$ cat src/rtl/tri_raster_ctrl_if.sv
// Handshake bundle for the raster sequencer: triangle command in, fragment stream out.
// The controller side uses the slave modport; the command source / pixel writer side uses master.
interface tri_raster_ctrl_if #(parameter int COORD_W = 10);
   logic               tri_valid;
   logic               tri_ready;
   logic [COORD_W-1:0] in_v1x, in_v1y, in_v2x, in_v2y, in_v3x, in_v3y;
   logic               pix_valid;
   logic               pix_ready;
   logic [COORD_W-1:0] pix_x, pix_y;

   modport master (
      output tri_valid, in_v1x, in_v1y, in_v2x, in_v2y, in_v3x, in_v3y, pix_ready,
      input  tri_ready, pix_valid, pix_x, pix_y
   );

   modport slave (
      input  tri_valid, in_v1x, in_v1y, in_v2x, in_v2y, in_v3x, in_v3y, pix_ready,
      output tri_ready, pix_valid, pix_x, pix_y
   );
endinterface

$ cat src/rtl/tri_raster_ctrl.sv
// Walks the screen-clamped bounding box of one triangle in raster order, feeding an
// external point-in-triangle unit and emitting covered pixels as a valid/ready stream.
module tri_raster_ctrl #(
   parameter int H_RES   = 640,
   parameter int V_RES   = 480,
   parameter int COORD_W = 10
) (
   input  logic               clk,
   input  logic               rst,
   tri_raster_ctrl_if.slave   bus,
   output logic [COORD_W-1:0] tst_v1x, tst_v1y, tst_v2x, tst_v2y, tst_v3x, tst_v3y,
   output logic [COORD_W-1:0] tst_x,
   output logic [COORD_W-1:0] tst_y,
   output logic               tst_active,
   input  logic               tst_present,
   output logic               busy,
   output logic               done,
   output logic [18:0]        frag_count
);

   localparam logic [1:0] IDLE = 2'd0;
   localparam logic [1:0] BBOX = 2'd1;
   localparam logic [1:0] SCAN = 2'd2;
   localparam logic [1:0] DONE = 2'd3;

   localparam logic [COORD_W-1:0] XLIM = COORD_W'(H_RES - 1);
   localparam logic [COORD_W-1:0] YLIM = COORD_W'(V_RES - 1);

   logic [1:0]         state;
   logic [COORD_W-1:0] xmin, xmax, ymin, ymax;
   logic [COORD_W-1:0] cx, cy;
   logic [COORD_W-1:0] bx_min, bx_max, by_min, by_max;
   logic               pix_fire, adv;

   function automatic logic [COORD_W-1:0] min3(input logic [COORD_W-1:0] a, b, c);
      logic [COORD_W-1:0] m;
      m = (a < b) ? a : b;
      return (c < m) ? c : m;
   endfunction

   function automatic logic [COORD_W-1:0] max3(input logic [COORD_W-1:0] a, b, c);
      logic [COORD_W-1:0] m;
      m = (a > b) ? a : b;
      return (c > m) ? c : m;
   endfunction

   always_comb begin
      bx_min = min3(tst_v1x, tst_v2x, tst_v3x);
      bx_max = max3(tst_v1x, tst_v2x, tst_v3x);
      by_min = min3(tst_v1y, tst_v2y, tst_v3y);
      by_max = max3(tst_v1y, tst_v2y, tst_v3y);
   end

   assign tst_active    = (state == SCAN);
   assign tst_x         = cx;
   assign tst_y         = cy;
   assign bus.pix_x     = cx;
   assign bus.pix_y     = cy;
   assign bus.pix_valid = tst_active & tst_present;
   assign bus.tri_ready = (state == IDLE);
   assign busy          = (state != IDLE);
   assign done          = (state == DONE);

   // A covered pixel holds the cursor until the writer takes it; misses move on at once.
   assign pix_fire = bus.pix_valid & bus.pix_ready;
   assign adv      = tst_active & (~tst_present | bus.pix_ready);

   always_ff @(posedge clk) begin
      if (rst) begin
         state      <= IDLE;
         tst_v1x    <= '0;
         tst_v1y    <= '0;
         tst_v2x    <= '0;
         tst_v2y    <= '0;
         tst_v3x    <= '0;
         tst_v3y    <= '0;
         xmin       <= '0;
         xmax       <= '0;
         ymin       <= '0;
         ymax       <= '0;
         cx         <= '0;
         cy         <= '0;
         frag_count <= '0;
      end else begin
         case (state)
            IDLE: if (bus.tri_valid) begin
               tst_v1x    <= bus.in_v1x;
               tst_v1y    <= bus.in_v1y;
               tst_v2x    <= bus.in_v2x;
               tst_v2y    <= bus.in_v2y;
               tst_v3x    <= bus.in_v3x;
               tst_v3y    <= bus.in_v3y;
               frag_count <= '0;
               state      <= BBOX;
            end
            BBOX: begin
               // Clamped max stays >= min whenever the box is non-empty, so the scan cannot wrap.
               xmin <= bx_min;
               ymin <= by_min;
               xmax <= (bx_max > XLIM) ? XLIM : bx_max;
               ymax <= (by_max > YLIM) ? YLIM : by_max;
               if (bx_min > XLIM || by_min > YLIM) begin
                  state <= DONE;
               end else begin
                  cx    <= bx_min;
                  cy    <= by_min;
                  state <= SCAN;
               end
            end
            SCAN: begin
               if (pix_fire) frag_count <= frag_count + 19'd1;
               if (adv) begin
                  if (cx < xmax) begin
                     cx <= cx + 1'b1;
                  end else if (cy < ymax) begin
                     cx <= xmin;
                     cy <= cy + 1'b1;
                  end else begin
                     state <= DONE;
                  end
               end
            end
            default: state <= IDLE;
         endcase
      end
   end

endmodule

$ cat src/flat_wrapper.sv
// flat-port wrapper written by rule: the top's interface ports become plain ports
module tri_raster_ctrl_flat 
#(
   parameter int H_RES   = 640,
   parameter int V_RES   = 480,
   parameter int COORD_W = 10
)
  (clk, rst, tst_v1x, tst_v1y, tst_v2x, tst_v2y, tst_v3x, tst_v3y, tst_x, tst_y, tst_active, tst_present, busy, done, frag_count, bus_tri_valid, bus_in_v1x, bus_in_v1y, bus_in_v2x, bus_in_v2y, bus_in_v3x, bus_in_v3y, bus_pix_ready, bus_tri_ready, bus_pix_valid, bus_pix_x, bus_pix_y);
  tri_raster_ctrl_if #(.COORD_W(COORD_W)) bus_i ();
  input  logic clk;
  input  logic rst;
  output logic [COORD_W-1:0] tst_v1x;
  output logic [COORD_W-1:0] tst_v1y;
  output logic [COORD_W-1:0] tst_v2x;
  output logic [COORD_W-1:0] tst_v2y;
  output logic [COORD_W-1:0] tst_v3x;
  output logic [COORD_W-1:0] tst_v3y;
  output logic [COORD_W-1:0] tst_x;
  output logic [COORD_W-1:0] tst_y;
  output logic tst_active;
  input  logic tst_present;
  output logic busy;
  output logic done;
  output logic [18:0] frag_count;
  input wire logic [$bits(bus_i.tri_valid)-1:0] bus_tri_valid;
  input wire logic [$bits(bus_i.in_v1x)-1:0] bus_in_v1x;
  input wire logic [$bits(bus_i.in_v1y)-1:0] bus_in_v1y;
  input wire logic [$bits(bus_i.in_v2x)-1:0] bus_in_v2x;
  input wire logic [$bits(bus_i.in_v2y)-1:0] bus_in_v2y;
  input wire logic [$bits(bus_i.in_v3x)-1:0] bus_in_v3x;
  input wire logic [$bits(bus_i.in_v3y)-1:0] bus_in_v3y;
  input wire logic [$bits(bus_i.pix_ready)-1:0] bus_pix_ready;
  output wire logic [$bits(bus_i.tri_ready)-1:0] bus_tri_ready;
  output wire logic [$bits(bus_i.pix_valid)-1:0] bus_pix_valid;
  output wire logic [$bits(bus_i.pix_x)-1:0] bus_pix_x;
  output wire logic [$bits(bus_i.pix_y)-1:0] bus_pix_y;
  assign bus_i.tri_valid = bus_tri_valid;
  assign bus_i.in_v1x = bus_in_v1x;
  assign bus_i.in_v1y = bus_in_v1y;
  assign bus_i.in_v2x = bus_in_v2x;
  assign bus_i.in_v2y = bus_in_v2y;
  assign bus_i.in_v3x = bus_in_v3x;
  assign bus_i.in_v3y = bus_in_v3y;
  assign bus_i.pix_ready = bus_pix_ready;
  assign bus_tri_ready = bus_i.tri_ready;
  assign bus_pix_valid = bus_i.pix_valid;
  assign bus_pix_x = bus_i.pix_x;
  assign bus_pix_y = bus_i.pix_y;
  tri_raster_ctrl #(.H_RES(H_RES), .V_RES(V_RES), .COORD_W(COORD_W)) u_core (.clk(clk), .rst(rst), .bus(bus_i), .tst_v1x(tst_v1x), .tst_v1y(tst_v1y), .tst_v2x(tst_v2x), .tst_v2y(tst_v2y), .tst_v3x(tst_v3x), .tst_v3y(tst_v3y), .tst_x(tst_x), .tst_y(tst_y), .tst_active(tst_active), .tst_present(tst_present), .busy(busy), .done(done), .frag_count(frag_count));
endmodule
$ cat config.mk
export PLATFORM = sky130hd
export DESIGN_NAME = tri_raster_ctrl_flat
export DESIGN_NICKNAME = d
export VERILOG_FILES = /design/src/rtl/tri_raster_ctrl_if.sv /design/src/rtl/tri_raster_ctrl.sv /design/src/flat_wrapper.sv
export SDC_FILE = /design/constraint.sdc
export NUM_CORES = 1
export LEC_CHECK = 0
export CAP_MARGIN = 0
export CORE_MARGIN = 1.5
export CORE_UTILIZATION = 52
export CTS_CLUSTER_DIAMETER = 80
export DETAILED_ROUTE_END_ITERATION = 16
export GPL_ROUTABILITY_DRIVEN = 0
export PLACE_DENSITY = 0.93
export SLEW_MARGIN = 10
export SYNTH_ARGS = -nofsm -noshare
export SYNTH_HDL_FRONTEND = slang
export SYNTH_SLANG_ARGS = --single-unit
$ cat constraint.sdc
create_clock -name clk -period 5.67 [get_ports clk]
set_input_delay 1.134 -clock clk [delete_from_list [all_inputs] [get_ports clk]]
set_output_delay 1.134 -clock clk [all_outputs]
set_load 0.03 [all_outputs]
==> flow_summary.yaml, run 1 <==
synthesis:
  syn-instance-count: 1088
  yosysSeqAreaShare: 0.300
  synth_adder_area_share: 0.119
  synth-edff-count: 0
  async_flop_share: 0
  yosys.area_share.simple: 0.184
  syn-cell-area_sq_um: 8730
  synth_warnings: 0
  ys_types: 71
  synthMuxAreaShare: 0.0646
  ys.flop_type: "dfxtp_1"
  synth.avg_cell_area_sq_um: 8.03
  ys_ff_latch: 131
  synth_nets: 1236
  synth-compound-area-share: 0.232
  synth_top_family_by_area: "compound AO/OA/AOI/OAI gates"
  synth_xor_area_frac: 0.0251
final_layout:
  drive_above_1_share: 0.0790
  final_common_cell: "clkdlybuf4s50_1"
  largest_register_ffs: 19
  synthToLayoutAreaGrowth_pct: 28.2
  nets: 1377
  final_cell_mix: "clkdlybuf4s50_1 (187), nand2_1 (168), a21oi_1 (138), dfxtp_1 (131), nor2_1 (85)"
  largest-register: "u_core.frag_count"
  num_antenna_cells: 0
  finish.utilization: 0.680
power:
  cellLeakagePower_nw: 4.25
  powerDensity_nw_per_um2: 597
  vdd.ir_drop.worst_mv: 0.379
die:
  die_w_microns: 133
  die_area_sq_um: 17600
  coreArea_sq_um: 16500
  start_util: 0.530
  die_h_microns: 133
  ioPinCount: 189
  num_rows: 47
critical_path:
  cp_max_fo: 19
  end_kind: "flop"
  crit_path_start_kind: "flop"
  crit_type: "reg2reg"
  worstPathArrival_ns: 5.31
  crit_required_ns: 6.01
detailed_routing:
  viasPerCell: 6.00
  ant_nets: 0
  wl_microns: 26100
  via_count: 8760
  firstDrtPassIters: 5
  drc_errors: 0
  routedWlPerCell_microns: 17.9
  first_iter_violations: 717
sta:
  min_period_over_period: 0.876
  finalHoldViolCount: 0
  max_freq_mhz: 201
  holdWs_ns: 0.452
  drv_slew: 0
  tightest_slew_ns: 1.17
  layout_min_cycle_time_ns: 4.97
  slew_headroom: 0.218
  setup_tns_ns: 0
  rsz0062_at_grt: "no"
  setup_violations: 0
  clock-skew-final_ns: 0.0172
min_path:
  hp-class: "reg2reg"
placed_design:
  dp_hpwl_microns: 18500
  io_buffer_count: 188
global_route:
  grt_pass1_vias: 8254
  antenna_found_initial: 0
  gr-total-overflow: 0
  grtUsageTotal: 0.295
  met2_usage: 0.475
  met1_usage: 0.379
  grt.busiest_layer: "met2"
  grt_max_degree: 90
  grt_use_met3: 0.0644
  grt_pass1_wl_microns: 41800
clock_network:
  post_cts_resized: 0
  clockRootBuffer: "clkbuf_16"
  htreeDepth: 4
  clk_latency_ns: 0.44
  hold_buffers: 0
  cts_tree: "yes"
  clk_transition_reported_paths_ns: 0.06
  cts_setup_buffers: 0
  numCtsBuffers: 17
  clkSinkCount: 131
  cts_buffer_depth: 2
job:
  cap_violations: 0
status:
  status: "complete, no violations"
[worst max-delay path, cell delays in order (launching register included)]
cell	delay, ns
dfxtp_1	0.41
inv_1	0.09
ha_1	0.34
a211oi_2	0.28
o21bai_2	0.15
a211oi_4	0.63
a31oi_4	0.20
mux2i_1	0.41
ha_1	0.35
a21oi_1	0.15
nor2b_1	0.07
o21ai_0	0.20
o211ai_1	0.15
nand2_1	0.42
mux2_2	0.42
o311a_4	0.36
a221oi_2	0.23
[Yosys cell counts, drive strengths merged (3+ instances only)]
master | n | share of area
a2111oi | 4 | 0.0083
a211o | 3 | 0.0030
a211oi | 27 | 0.034
a21o | 7 | 0.0060
a21oi | 139 | 0.080
a221oi | 12 | 0.019
a311oi | 4 | 0.0067
a31oi | 5 | 0.0053
and2 | 9 | 0.0067
and3 | 4 | 0.0029
and4 | 5 | 0.0050
buf | 30 | 0.025
clkbuf | 44 | 0.019
dfxtp | 131 | 0.30
ha | 83 | 0.12
inv | 73 | 0.031
mux2 | 11 | 0.014
mux2i | 44 | 0.050
nand2 | 170 | 0.073
nand2b | 7 | 0.0050
nand3 | 25 | 0.014
nand4 | 15 | 0.011
nor2 | 85 | 0.037
nor2b | 5 | 0.0036
nor3 | 20 | 0.011
o211ai | 13 | 0.011
o21a | 3 | 0.0026
o21ai | 38 | 0.023
o221a | 3 | 0.0039
o311ai | 4 | 0.0040
o31ai | 7 | 0.0060
or2 | 7 | 0.0050
or4 | 4 | 0.0039
xnor2 | 9 | 0.0090
xor2 | 16 | 0.016
[cell type report]
class                           count  area (sq um)
Timing Repair Buffer              196          1940
Multi-Input combinational cell    810          5450
Clock inverter                      8           150
Sequential cell                   131          2620
Inverter                           73           274
Clock buffer                       23           478
Tap cell                          220           275
Fill cell                        1232          5270
[logic make-up (layout without fill, tap and decap cells)]
kind of cell	after synthesis	in the layout
compound gates	285	285
xor+xnor	25	25
fa+ha+maj	83	83
buf+inv	147	300
flops	131	131
mux	55	55
simple gates	362	362
[through the flow]
| stage | instance area, sq um | instances | total power [W] | setup slack (ns) |
|---|---|---|---|---|
| 2_1_floorplan | 8730 | 1088 | 0.00438 | 0.957 |
| 3_3_place_gp | 10600 | 1430 | 0.00522 | 1.09 |
| 3_5_place_dp | 10600 | 1430 | 0.00537 | 0.889 |
| 4_1_cts | 11200 | 1461 | 0.00661 | 0.786 |
| 5_1_grt | 11200 | 1461 | 0.00709 | 0.389 |
| 6_report | 11200 | 1461 | 0.00668 | 0.700 |
[power breakdown]
group          internal [W]  switching (W)  leakage, nW
Clock              0.000769       0.000419        0.303
Sequential          0.00112       0.000287         1.07
Combinational       0.00157        0.00252         2.88
[path summary, 6_finish.rpt]
kind / startpoint / to / slack (ns) / cells past startpoint
max: u_core.tst_v2y[7]$_SDFFE_PP0P_ / u_core.ymax[1]$_SDFFE_PP0P_ / 0.70 / 16
min: u_core.ymax[9]$_SDFFE_PP0P_ / u_core.ymax[9]$_SDFFE_PP0P_ / 0.45 / 2
max reg2reg: u_core.tst_v2y[7]$_SDFFE_PP0P_ / u_core.ymax[1]$_SDFFE_PP0P_ / 0.70 / 16
min reg2reg: u_core.ymax[9]$_SDFFE_PP0P_ / u_core.ymax[9]$_SDFFE_PP0P_ / 0.45 / 2
[layer usage]
| metal | up-vias | share of wire |
|---|---|---|
| met5 | - | 0 |
| met4 | 0 | 0.035 |
| met3 | 86 | 0.086 |
| met2 | 461 | 0.46 |
| met1 | 4092 | 0.42 |
| li1 | 4121 | - |
Power figures use the tool's default switching activity.
==> run 2: changes to the inputs <==
--- a/config.mk
+++ b/config.mk
@@ -12,6 +12,7 @@
 export DETAILED_ROUTE_END_ITERATION = 16
 export GPL_ROUTABILITY_DRIVEN = 0
 export PLACE_DENSITY = 0.93
+export REMOVE_ABC_BUFFERS = 1
 export SLEW_MARGIN = 10
 export SYNTH_ARGS = -nofsm -noshare
 export SYNTH_HDL_FRONTEND = slang
==> flow_summary.yaml, run 2 (synthesis gave the netlist of run 1 again) <==
detailed_routing:
  routedWlPerCell_microns: 17.5
  first_iter_violations: 876
  firstDrtPassIters: 5
  wl_microns: 25600
  via_count: 8706
  drc_errors: 0
  ant_nets: 0
  viasPerCell: 5.96
sta:
  setup_slack_ns: 0.603
  rsz0062_at_grt: "no"
  setup_violations: 0
  max_freq_mhz: 197
  drv_slew: 0
  layout_min_cycle_time_ns: 5.07
  tightest_slew_ns: 1.18
  min_period_over_period: 0.894
  clock-skew-final_ns: 0.0107
  finalHoldViolCount: 0
  setup_tns_ns: 0
  slew_headroom: 0.215
final_layout:
  multi_input_area_sq_um: 5450
  num_antenna_cells: 0
  synthToLayoutAreaGrowth_pct: 29.0
  regArea_sq_um: 2620
  instances_no_fill: 1461
  final_cell_area_sq_um: 11300
  final_cell_mix: "clkdlybuf4s50_1 (187), nand2_1 (168), a21oi_1 (138), dfxtp_1 (131), nor2_1 (85)"
  nets: 1376
  largest_register_ffs: 19
  largest-register: "u_core.frag_count"
  num-fill-cells: 1259
  final_common_cell: "clkdlybuf4s50_1"
  drive_above_1_share: 0.0806
clock_network:
  clkSinkCount: 131
  numCtsBuffers: 17
  clk_latency_ns: 0.43
  clockRootBuffer: "clkbuf_16"
  htreeDepth: 4
  clk_transition_reported_paths_ns: 0.06
  hold_buffers: 0
  cts_setup_buffers: 0
  cts_tree: "yes"
  post_cts_resized: 0
  cts_buffer_depth: 2
job:
  cap_violations: 0
global_route:
  gr-total-overflow: 0
  grt_pass1_wl_microns: 41300
  antenna_found_initial: 0
  grtUsageTotal: 0.288
  grt_max_degree: 73
  grt_pass1_vias: 8307
placed_design:
  place_area_sq_um: 10600
  io_buffer_count: 188
  dp_hpwl_microns: 17800
  place_ws_ns: 0.888
  placedCellCount: 1429
die:
  coreArea_sq_um: 16500
  start_util: 0.530
  num_rows: 47
  die_h_microns: 133
  die_w_microns: 133
  die_area_sq_um: 17600
  ioPinCount: 189
critical_path:
  crit_path_start_kind: "flop"
  crit_type: "reg2reg"
  cp_max_fo: 17
  worstPathArrival_ns: 5.34
  crit_required_ns: 5.94
  end_kind: "flop"
power:
  powerDensity_nw_per_um2: 606
  vdd.ir_drop.worst_mv: 0.358
  cellLeakagePower_nw: 4.29
min_path:
  hp-class: "reg2reg"
status:
  status: "complete, no violations"
-- run 2: final cells by class --
cell class,instances,area share
Multi-Input combinational cell,810,0.484
Sequential cell,131,0.233
Timing Repair Buffer,195,0.172
Clock buffer,20,0.0405
Tap cell,220,0.0244
Inverter,73,0.0243
Clock inverter,12,0.0221
-- run 2: final timing paths --
kind | from | to | slack [ns] | depth (start not counted)
min reg2reg | u_core.ymax[9]$_SDFFE_PP0P_ | u_core.ymax[9]$_SDFFE_PP0P_ | 0.45 | 2
min | u_core.ymax[9]$_SDFFE_PP0P_ | u_core.ymax[9]$_SDFFE_PP0P_ | 0.45 | 2
max reg2reg | u_core.tst_v2y[7]$_SDFFE_PP0P_ | u_core.bus.pix_x[6]$_SDFFE_PP0P_ | 0.60 | 16
max | u_core.tst_v2y[7]$_SDFFE_PP0P_ | u_core.bus.pix_x[6]$_SDFFE_PP0P_ | 0.60 | 16
-- run 2: layer usage --
metal / vias to the layer above / global-route usage / routed length, microns
met3: 87 / 0.0743 / 2180
met1: 4032 / 0.361 / 10600
li1: 4108 / - / -
met5: - / 0 / 0
met4: 0 / 0.119 / 802
met2: 479 / 0.472 / 12000
-- run 2: power breakdown --
group	internal (W)	switching (W)
Combinational	0.00157	0.00255
Clock	0.000895	0.000432
Sequential	0.00112	0.000268
-- run 2: through the flow --
| stage | util | hold WS (ns) | power [W] |
|---|---|---|---|
| final | 0.684 | 0.449 | 0.00683 |
| after global routing | 0.684 | 0.470 | 0.00723 |
| after floorplan | - | 0.422 | 0.00422 |
| after CTS | 0.684 | 0.454 | 0.00675 |
| after global placement | 0.641 | 0.438 | 0.00521 |
| after detailed placement | 0.641 | 0.445 | 0.00535 |
-- run 2: critical path, cell delays in order (launching register included) --
cell and delay (ns):
dfxtp_1 0.42, inv_1 0.10, ha_1 0.34, a211oi_2 0.25, o21bai_2 0.16, a211oi_4 0.68
nor2_1 0.13, a21oi_1 0.24, ha_1 0.30, a211oi_2 0.29, o21ai_2 0.11, a221oi_4 0.34
o21ai_1 0.26, o211ai_1 0.41, o2111a_2 0.44, and2_4 0.31, a311oi_4 0.11
